`config.mk`:
```
export PLATFORM = sky130hd
export DESIGN_NAME = signed_prod_accum
export DESIGN_NICKNAME = d
export VERILOG_FILES = /design/src/rtl/signed_prod_accum.sv
export SDC_FILE = /design/constraint.sdc
export NUM_CORES = 1
export LEC_CHECK = 0
export BUFFER_PORTS_ARGS = -buffer_cell sky130_fd_sc_hd__buf_4
export CORE_UTILIZATION = 50
export CTS_BUF_LIST = sky130_fd_sc_hd__clkbuf_8
export DETAILED_ROUTE_END_ITERATION = 8
export PLACE_DENSITY = 0.78
export SYNTH_ARGS = -nofsm -noshare
export SYNTH_HDL_FRONTEND = slang
export SYNTH_SLANG_ARGS = --single-unit
```
`constraint.sdc`:
```
create_clock -name clk -period 7.6 [get_ports clk]
set_input_delay 0.76 -clock clk [delete_from_list [all_inputs] [get_ports clk]]
set_output_delay 0.76 -clock clk [all_outputs]
set_load 0.05 [all_outputs]
```
`src/rtl/signed_prod_accum.sv`:
```
// Sums NUM_TERMS signed products from the multiplier into one saturated frame result,
// handed to the consumer over a valid/ready handshake.
module signed_prod_accum #(
  parameter int PROD_W    = 20,
  parameter int ACC_W     = 24,
  parameter int NUM_TERMS = 8
) (
  input  logic                     clk,
  input  logic                     rst,
  input  logic                     clr,
  input  logic signed [PROD_W-1:0] prod_in,
  input  logic                     in_valid,
  output logic                     in_ready,
  output logic signed [ACC_W-1:0]  acc_out,
  output logic                     out_valid,
  input  logic                     out_ready,
  output logic                     sat
);

  localparam int CNT_W = (NUM_TERMS > 1) ? $clog2(NUM_TERMS) : 1;
  localparam logic [CNT_W-1:0] LAST_CNT = CNT_W'(NUM_TERMS - 1);

  localparam logic [0:0] ACCUM = 1'b0;
  localparam logic [0:0] DONE  = 1'b1;

  // The extra top bit of the sum disagrees with the sign bit exactly when it overflowed.
  function automatic logic sat_ovf(input logic signed [ACC_W:0] s);
    return s[ACC_W] != s[ACC_W-1];
  endfunction

  function automatic logic signed [ACC_W-1:0] sat_clamp(input logic signed [ACC_W:0] s);
    if (s[ACC_W] != s[ACC_W-1])
      return s[ACC_W] ? {1'b1, {(ACC_W-1){1'b0}}} : {1'b0, {(ACC_W-1){1'b1}}};
    return s[ACC_W-1:0];
  endfunction

  logic [0:0]              state;
  logic signed [ACC_W-1:0] acc_p1;
  logic [CNT_W-1:0]        cnt_p1;
  logic                    frame_sat_p1;

  logic signed [ACC_W:0]   prod_ext;
  logic signed [ACC_W:0]   sum_p0;
  logic signed [ACC_W-1:0] sum_sat_p0;
  logic                    ovf_p0;
  logic                    accept;

  assign in_ready  = (state == ACCUM);
  assign out_valid = (state == DONE);
  assign accept    = in_valid && in_ready;

  // Stage p0: widened sum of running total and incoming product, then clamp.
  assign prod_ext   = {{(ACC_W + 1 - PROD_W){prod_in[PROD_W-1]}}, prod_in};
  assign sum_p0     = {acc_p1[ACC_W-1], acc_p1} + prod_ext;
  assign ovf_p0     = sat_ovf(sum_p0);
  assign sum_sat_p0 = sat_clamp(sum_p0);

  // Stage p1: running total, term count and frame result registers.
  always_ff @(posedge clk or posedge rst) begin
    if (rst) begin
      state        <= ACCUM;
      acc_p1       <= '0;
      cnt_p1       <= '0;
      frame_sat_p1 <= 1'b0;
      acc_out      <= '0;
      sat          <= 1'b0;
    end else if (clr) begin
      state        <= ACCUM;
      acc_p1       <= '0;
      cnt_p1       <= '0;
      frame_sat_p1 <= 1'b0;
      acc_out      <= '0;
      sat          <= 1'b0;
    end else if (state == ACCUM) begin
      if (accept) begin
        if (cnt_p1 == LAST_CNT) begin
          acc_out      <= sum_sat_p0;
          sat          <= frame_sat_p1 | ovf_p0;
          acc_p1       <= '0;
          cnt_p1       <= '0;
          frame_sat_p1 <= 1'b0;
          state        <= DONE;
        end else begin
          acc_p1       <= sum_sat_p0;
          cnt_p1       <= cnt_p1 + 1'b1;
          frame_sat_p1 <= frame_sat_p1 | ovf_p0;
        end
      end
    end else begin
      if (out_ready) begin
        sat   <= 1'b0;
        state <= ACCUM;
      end
    end
  end

endmodule

```
* After elaboration in Yosys (flattened, before gate mapping) *
Index checks and enable logic that the tools add are counted.
Widths: inputs -> output; s select.

storage, ports and cells
  bits in registers = 54
  input port bits = 25
  output and inout bits = 27
  logic and storage cells = 52

cells by class
  add/sub/neg operators = 2
  equal/unequal tests = 4
  multiplexer cells = 30
  bitwise logic cells = 2
  reduce and logical (&&, ||, !) cells = 8

operators by type and width
  operator             count
  $mux 24              11
  $add 24x20->25       1
  $mux 1               15
  $mux 3               4
  $reduce_and 3->1     2
  $reduce_bool 3->1    2
  $reduce_bool 2->1    2
  $add 3x1->3 const B  1
  $eq 3x3->1 const B   1
  $ne 3x3->1 const B   1
  $ne 2x2->1 const B   1
  $reduce_and 2->1     1
  $logic_and 1x1->1    1
  $ne 1x1->1           1
  $not 1->1            1
  $or 1x1->1           1

* Logic depth before layout (Yosys ltp) *
Gate-level depths: netlist of the first run.

  word-level depth = 8
  gate-level depth with buffers = 12

* Worst setup path before layout of the first run *
No wires, ideal clock.

  path type = input port to flip-flop
  start point = input port prod_in[0]
  end point = register acc_out[15]
  setup time = 0.121 ns
  arrival time = 3.373 ns
  required time = 7.479 ns
  slack = 4.106 ns
  cell stages on the path = 12
  buffers on the path = 2
  cell sequence = ha_1 > fa_1 > a211o_1 > a211oi_2 > nor4_1 > a211o_1 > a311oi_2 > mux2i_2 > and2_1 > buf_6 > buf_6 > a22o_1

on the way
  cells in the longest elaborated chain, start to end = 8
  elaborated cells between the ends (all ways) = 10
  classes of those cells = 1 x add/sub; 1 x eq/ne; 8 x mux

RTL lines
  item                                   line    text
  from (decl)                            11      input logic signed [PROD_W-1:0] prod_in,
  $add 24x20->25 *                       54      assign sum_p0 = {acc_p1[ACC_W-1], acc_p1} + prod_ext;
  $mux 24 or $ne 1x1->1 (tied branches)  33, 32
  $mux 24 or $mux 1 (tied branches)      32      if (s[ACC_W] != s[ACC_W-1])
  $mux 24 *                              34      return s[ACC_W-1:0];
  $mux 24 *                              76      if (cnt_p1 == LAST_CNT) begin
  $mux 24 *                              75      if (accept) begin
  $mux 24 *                              74      end else if (state == ACCUM) begin
  $mux 24 *                              67      end else if (clr) begin
  to (signal assigned)                   77      acc_out <= sum_sat_p0;
  to (decl)                              14      output logic signed [ACC_W-1:0] acc_out,

Every way passes the cells marked *; elsewhere a longest branch is shown, timed or not. The select of a mux whose other input is x is not followed.
A chain may end at the register's enable or synchronous reset.

* Worst setup path after layout of the first run *
Same ends and word-level chain as after synthesis.

==> impl_metrics.csv, run 1 <==
group,metric,value,unit
outcome,status,"complete, but fails checks",
outcome,violations,"design-rule violations",
floorplanning,die_w,84.2,um
route,vias,2825,
power_and_ir_drop,power.density,269,nW/um^2
grt,grt_max_degree,55,
synthesis,async_flop_share,100,%
setup_path,worstReg2RegStart,"acc_p1[0]",
power_and_ir_drop,ir_drop,0.120,mV
setup_path,cp-start-kind,"input port",
layout,drive_gt1_share,17.9,%
grt,track_usage,23.2,%
route,vias_per_cell,6.02,
floorplanning,ioPinCount,52,
synthesis,synth_area,3380,um^2
grt,antenna_found_initial,0,
setup_path,path_cells,"buf_4 > ha_1 > fa_1 > a211o_1 > a211oi_2 > nor4_1 > a211o_1 > a31o_2 > a22oi_2 > nand2_1 > a22o_1",
synthesis,yosys.cell_types.count,51,
layout,syn2layout_area_growth,14.5,%
synthesis,synth_nets,399,
synthesis,ys_seq_elements,54,
setup_path,cp_slowest_cell,"a22oi_2",
setup_path,worst-path-max-fanout,23,
grt,grt_pass1_vias,2751,
cts,cts_tree,"done",
sta,min_period_over_period,51.5,%
sta,setup_viol,0,
synthesis,synth_area_per_cell,9.74,um^2
route,wl_per_cell,16.8,um
floorplanning,die_area,7090,um^2
job,maxCapViolCount,0,
placed_design,portBuffers,51,
setup_path,cp_num_buf_inv,1,
worst_hold_path,hp-start,"frame_sat_p1",
sta,period_minus_slack,3910,ps
setup_path,crit_required,7800,ps
layout,final_cell_mix,"54 x dfrtp_1, 54 x buf_4, 49 x nand2_1, 32 x a22o_1, 26 x ha_1",
floorplanning,core_area,6420,um^2
route,dr.pass1.iters,6,
grt,grt_pass1_wl,13100,um
sta,skew,13.4,ps
cts,post_cts_resize_count,0,
floorplanning,initial_core_util,52.6,%
sta,setup-tns-final,0,ps
grt,grt.overflow.total,0,
cts,clock_latency,310,ps
power_and_ir_drop,total_power,1040,uW
route,ant_nets,0,
cts,ctsHoldBuffers,0,
setup_path,end_kind,"register",
cts,postCtsSetupRepairBufs,0,
route,wl,7880,um
layout,layout.cells.non_filler,469,
cts,clock_path_buffers,2,
sta,worst_pin_slew,1110,ps
route,route.detailed.drc,6,
cts,htree_levels,2,
worst_hold_path,hp-class,"reg2reg",
synthesis,synth_cells,347,
setup_path,startpoint,"prod_in[0]",
setup_path,crit_top_cell,"a211o_1",
layout,fin_area,3870,um^2
floorplanning,rows,29,
placed_design,dpl_cell_area,3790,um^2
cts,clk_pin_slew_worst_paths,100,ps
layout,fin_nets,444,
cts,numCtsBuffers,5,
route,drtIter0Drc,135,
placed_design,place.gp.congestion,0.877,
placed_design,dp_cells,462,
synthesis,yosysSeqAreaShare,40.0,%
setup_path,arrival,4110,ps
placed_design,dp_hpwl,5680,um
sta,hold_viol,0,
cts,clockRootBuffer,"clkbuf_8",
setup_path,cpLargestDelayFamily,"compound AO/OA/AOI/OAI gates",
synthesis,synth_warnings,0,
sta,hold_ws,497,ps
power_and_ir_drop,power_leakage,0.00199,uW
layout,diodes,0,
setup_path,crit_type,"in2reg",
cts,cts.sinks,54,
sta,slew_headroom,25.9,%
synthesis,synth_ff_type,"dfrtp_1",
setup_path,slowest_delay,790,ps
sta,slew_viol_final,0,
sta,rsz0062_at_grt,"no",
floorplanning,fp.dieH,84.2,um
synthesis,synth-edff-count,0,
sta,fmax,256,MHz
## flip-flops by register name (all words and copies together) (netlist names)
signal        count
acc_out          24
acc_p1           24
cnt_p1            3
frame_sat_p1      1
out_valid         1
sat               1
## metrics by stage
stage	worst slack, ps	util [%]
4_1_cts	3620	60.3
5_1_grt	3490	60.3
3_3_place_gp	3400	59.0
3_5_place_dp	3300	59.0
2_1_floorplan	4110	-
6_report	3690	60.3
## metal layers
layer	global-route usage, %	share of wire (%)
met5	0	0
met4	6.43	1.6
met3	3.83	4.5
met2	37.0	46
met1	32.6	48
## kinds of logic (layout without fill, tap and decap cells)
kind of cell | after synthesis | count (layout) | synth area share (%)
AOI/OAI and AO/OA | 132 | 132 | 28.3
and+or+nand+nor | 91 | 91 | 12.4
DFF | 54 | 54 | 40.0
adders and majority gates | 27 | 27 | 10.2
xor gates and xnor gates | 21 | 21 | 5.44
buffers and inverters | 21 | 66 | 3.33
muxes | 1 | 1 | 0.407
## report_power, final
| part | total [uW] | switching, uW | internal (uW) |
|---|---|---|---|
| registers | 354 | 26.6 | 327 |
| clock network | 156 | 93.4 | 62.2 |
| logic | 531 | 310 | 221 |
| total | 1040 | 430 | 610 |
## cell usage after synthesis (all sizes together), types with 2 or more instances
master | count | share of area, %
o21a | 3 | 0.67
ha | 26 | 9.6
o21ai | 23 | 3.4
nand3 | 6 | 0.89
or3 | 2 | 0.37
a311oi | 2 | 0.70
and2 | 5 | 0.93
a22o | 32 | 8.3
a31o | 2 | 0.52
a31oi | 6 | 1.1
a2bb2oi | 2 | 0.52
xor2 | 13 | 3.4
a22oi | 3 | 0.81
buf | 7 | 1.8
o21bai | 2 | 0.44
a21boi | 3 | 0.67
nand2 | 49 | 5.4
o211ai | 4 | 0.89
a211o | 2 | 0.52
nor3 | 3 | 0.44
a211oi | 3 | 0.81
inv | 5 | 0.56
xnor2 | 8 | 2.1
a21oi | 23 | 3.5
nand4 | 4 | 0.74
clkbuf | 9 | 1.0
a21o | 13 | 2.9
and3 | 5 | 0.93
dfrtp | 54 | 40
nor2b | 6 | 1.1
nor2 | 8 | 0.89
## worst register-to-register path, delay by kind of cell, from the launching register on
kind	cells	cell delay, ps
adder cells (fa/ha/maj)	2	640
flip-flops	1	400
AO/OA/AOI/OAI	6	2280
AND/OR/NAND/NOR	2	310
## final cells by class
| type | count | area (um^2) |
|---|---|---|
| Timing Repair Buffer | 54 | 405 |
| Inverter | 5 | 18.8 |
| Sequential cell | 54 | 1350 |
| Tap cell | 77 | 96.3 |
| Clock inverter | 2 | 11.3 |
| Fill cell | 560 | 2550 |
| Multi-Input combinational cell | 272 | 1920 |
| Clock buffer | 5 | 68.8 |
## final timing paths
| path | end | slack [ps] | cells after the start |
|---|---|---|---|
| setup reg to reg | acc_out[15] | 3860 | 10 |
| min in group asynchronous | acc_p1[1] | 740 | 2 |
| max in group asynchronous | acc_p1[17] | 6190 | 2 |
| setup / recovery | acc_out[15] | 3690 | 11 |
| hold reg to reg | frame_sat_p1 | 500 | 1 |
| hold / removal | frame_sat_p1 | 500 | 1 |
(Power assumes the default switching activity.)
==> inputs of run 2 (changes only) <==
==> constraint.sdc (replaced) <==
create_clock -name clk -period 3.7 [get_ports clk]
set_input_delay 0.37 -clock clk [delete_from_list [all_inputs] [get_ports clk]]
set_output_delay 0.37 -clock clk [all_outputs]
set_load 0.05 [all_outputs]
==> run 2 against run 1 <==
Net effect: sequential share of layout area down 0.49 points; total power up 120%; the flow still finishes with violations (design-rule violations); global-route usage up 0.66 points; non-clock buffer count up 3; largest power group unchanged; worst hold slack worse by 240 ps.
==> impl_metrics.csv, run 2 (same netlist as run 1, synthesis figures left out) <==
group,metric,value,unit
floorplanning,initial_core_util,52.6,%
sta,hold_viol,0,
layout,fillers,555,
floorplanning,die_w,84.2,um
power_and_ir_drop,ir_drop,0.267,mV
cts,numCtsBuffers,5,
floorplanning,ioPinCount,52,
setup_path,crit_required,3910,ps
sta,setup_viol,0,
floorplanning,fp.dieH,84.2,um
layout,multi_input_area,1920,um^2
sta,slew_viol_final,0,
power_and_ir_drop,power.switching_fraction,40.4,%
layout,final_cell_mix,"57 x buf_4, 54 x dfrtp_1, 49 x nand2_1, 32 x a22o_1, 26 x ha_1",
cts,clock_path_buffers,2,
cts,ctsHoldBuffers,0,
power_and_ir_drop,power_leakage,0.00202,uW
layout,seq_area,1350,um^2
placed_design,dp_hpwl,5810,um
route,dr.pass1.iters,6,
sta,worst_pin_slew,1120,ps
layout,syn2layout_area_growth,16.2,%
grt,antenna_found_initial,0,
layout,fin_nets,447,
sta,min_period_over_period,91.9,%
power_and_ir_drop,seqPwrFrac,32.1,%
layout,diodes,0,
layout,final_common_cell,"buf_4",
setup_path,slowest_delay,430,ps
cts,post_cts_resize_count,0,
cts,clockRootBuffer,"clkbuf_8",
setup_path,cp_slowest_cell,"fa_1",
placed_design,place.gp.congestion,0.869,
power_and_ir_drop,p_clk_share,18.2,%
route,wl_per_cell,16.8,um
route,ant_nets,0,
placed_design,dp_cells,465,
setup_path,worst-path-max-fanout,16,
floorplanning,die_area,7090,um^2
layout,drive_gt1_share,18.9,%
cts,clock_latency,320,ps
grt,grt.overflow.total,0,
grt,grt_pass1_vias,2857,
layout,layout.cells.non_filler,473,
route,drtIter0Drc,118,
setup_path,end_kind,"register",
setup_path,crit_type,"reg2reg",
worst_hold_path,hp-class,"in2reg",
sta,fmax,294,MHz
setup_path,cp-start-kind,"register",
outcome,violations,"design-rule violations",
grt,grt_pass1_wl,13400,um
setup_path,arrival,3610,ps
placed_design,portBuffers,51,
power_and_ir_drop,combPwrFrac,49.7,%
sta,skew,5.62,ps
layout,reg_top3,"acc_out x24, acc_p1 x24, cnt_p1 x3",
job,maxCapViolCount,0,
power_and_ir_drop,power.density,575,nW/um^2
sta,rsz0062_at_grt,"no",
sta,slew_headroom,25.1,%
route,vias,2894,
cts,clk_pin_slew_worst_paths,100,ps
sta,hold_ws,252,ps
cts,cts_tree,"done",
setup_path,crit_top_cell,"a211o_1",
cts,htree_levels,2,
route,wl,7960,um
route,vias_per_cell,6.12,
outcome,status,"complete, but fails checks",
route,route.detailed.drc,6,
power_and_ir_drop,p_int,1350,uW
power_and_ir_drop,p_switching,913,uW
floorplanning,core_area,6420,um^2
sta,period_minus_slack,3400,ps
grt,track_usage,23.8,%
setup_path,path_cells,"ha_1 > fa_1 > a211o_1 > a211oi_2 > nor4_1 > a211o_1 > a311oi_2 > mux2i_2 > and2_1 > a22o_1",
grt,grt_max_degree,55,
floorplanning,rows,29,
sta,setup-tns-final,0,ps
cts,cts.sinks,54,
cts,postCtsSetupRepairBufs,0,
## run 2: path summary, 6_finish.rpt
| kind | start | to | slack, ps | cells after the start |
|---|---|---|---|---|
| min in group asynchronous | rst | acc_out[5] | 340 | 2 |
| min | clr | cnt_p1[2] | 250 | 2 |
| max reg2reg | acc_p1[0] | acc_out[4] | 300 | 10 |
| max in group asynchronous | rst | acc_p1[14] | 2680 | 2 |
| max | acc_p1[0] | acc_out[4] | 300 | 10 |
| min reg2reg | frame_sat_p1 | frame_sat_p1 | 490 | 1 |
## run 2: metrics by stage
stage | utilization (%) | setup WS (ps) | instance area [um^2] | power, uW
after floorplan | - | 596 | 3380 | 1590
after global placement | 59.4 | 266 | 3810 | 1820
after detailed placement | 59.4 | 150 | 3810 | 1840
after CTS | 61.2 | 266 | 3930 | 2260
after global routing | 61.2 | 59.9 | 3930 | 2420
final | 61.2 | 299 | 3930 | 2260
## run 2: cell type report
type / count / area share [%]
Sequential cell: 54 / 34.4
Clock buffer: 5 / 1.75
Timing Repair Buffer: 57 / 10.9
Clock inverter: 3 / 1.12
Inverter: 5 / 0.478
Multi-Input combinational cell: 272 / 48.9
Tap cell: 77 / 2.45
## run 2: routing by layer
| layer | routed length (um) | GRT usage [%] |
|---|---|---|
| met1 | 3680 | 31.2 |
| met2 | 3810 | 40.0 |
| met3 | 355 | 3.64 |
| met4 | 118 | 8.78 |
| met5 | 0 | 0 |
## run 2: power by group through the flow
stage	Combinational, uW	Clock, uW	Sequential (uW)
after global placement	1090	0	732
after global routing	1250	441	735
after floorplan	869	0	719
after CTS	1110	420	724
after detailed placement	1110	0	733
final	1120	410	726
## run 2: worst max-delay path, delay by kind of cell (launching register included)
family | cells | cell delay (ps)
compound gates | 5 | 1590
fa+ha+maj | 2 | 660
flops | 1 | 400
mux | 1 | 190
simple gates | 2 | 450
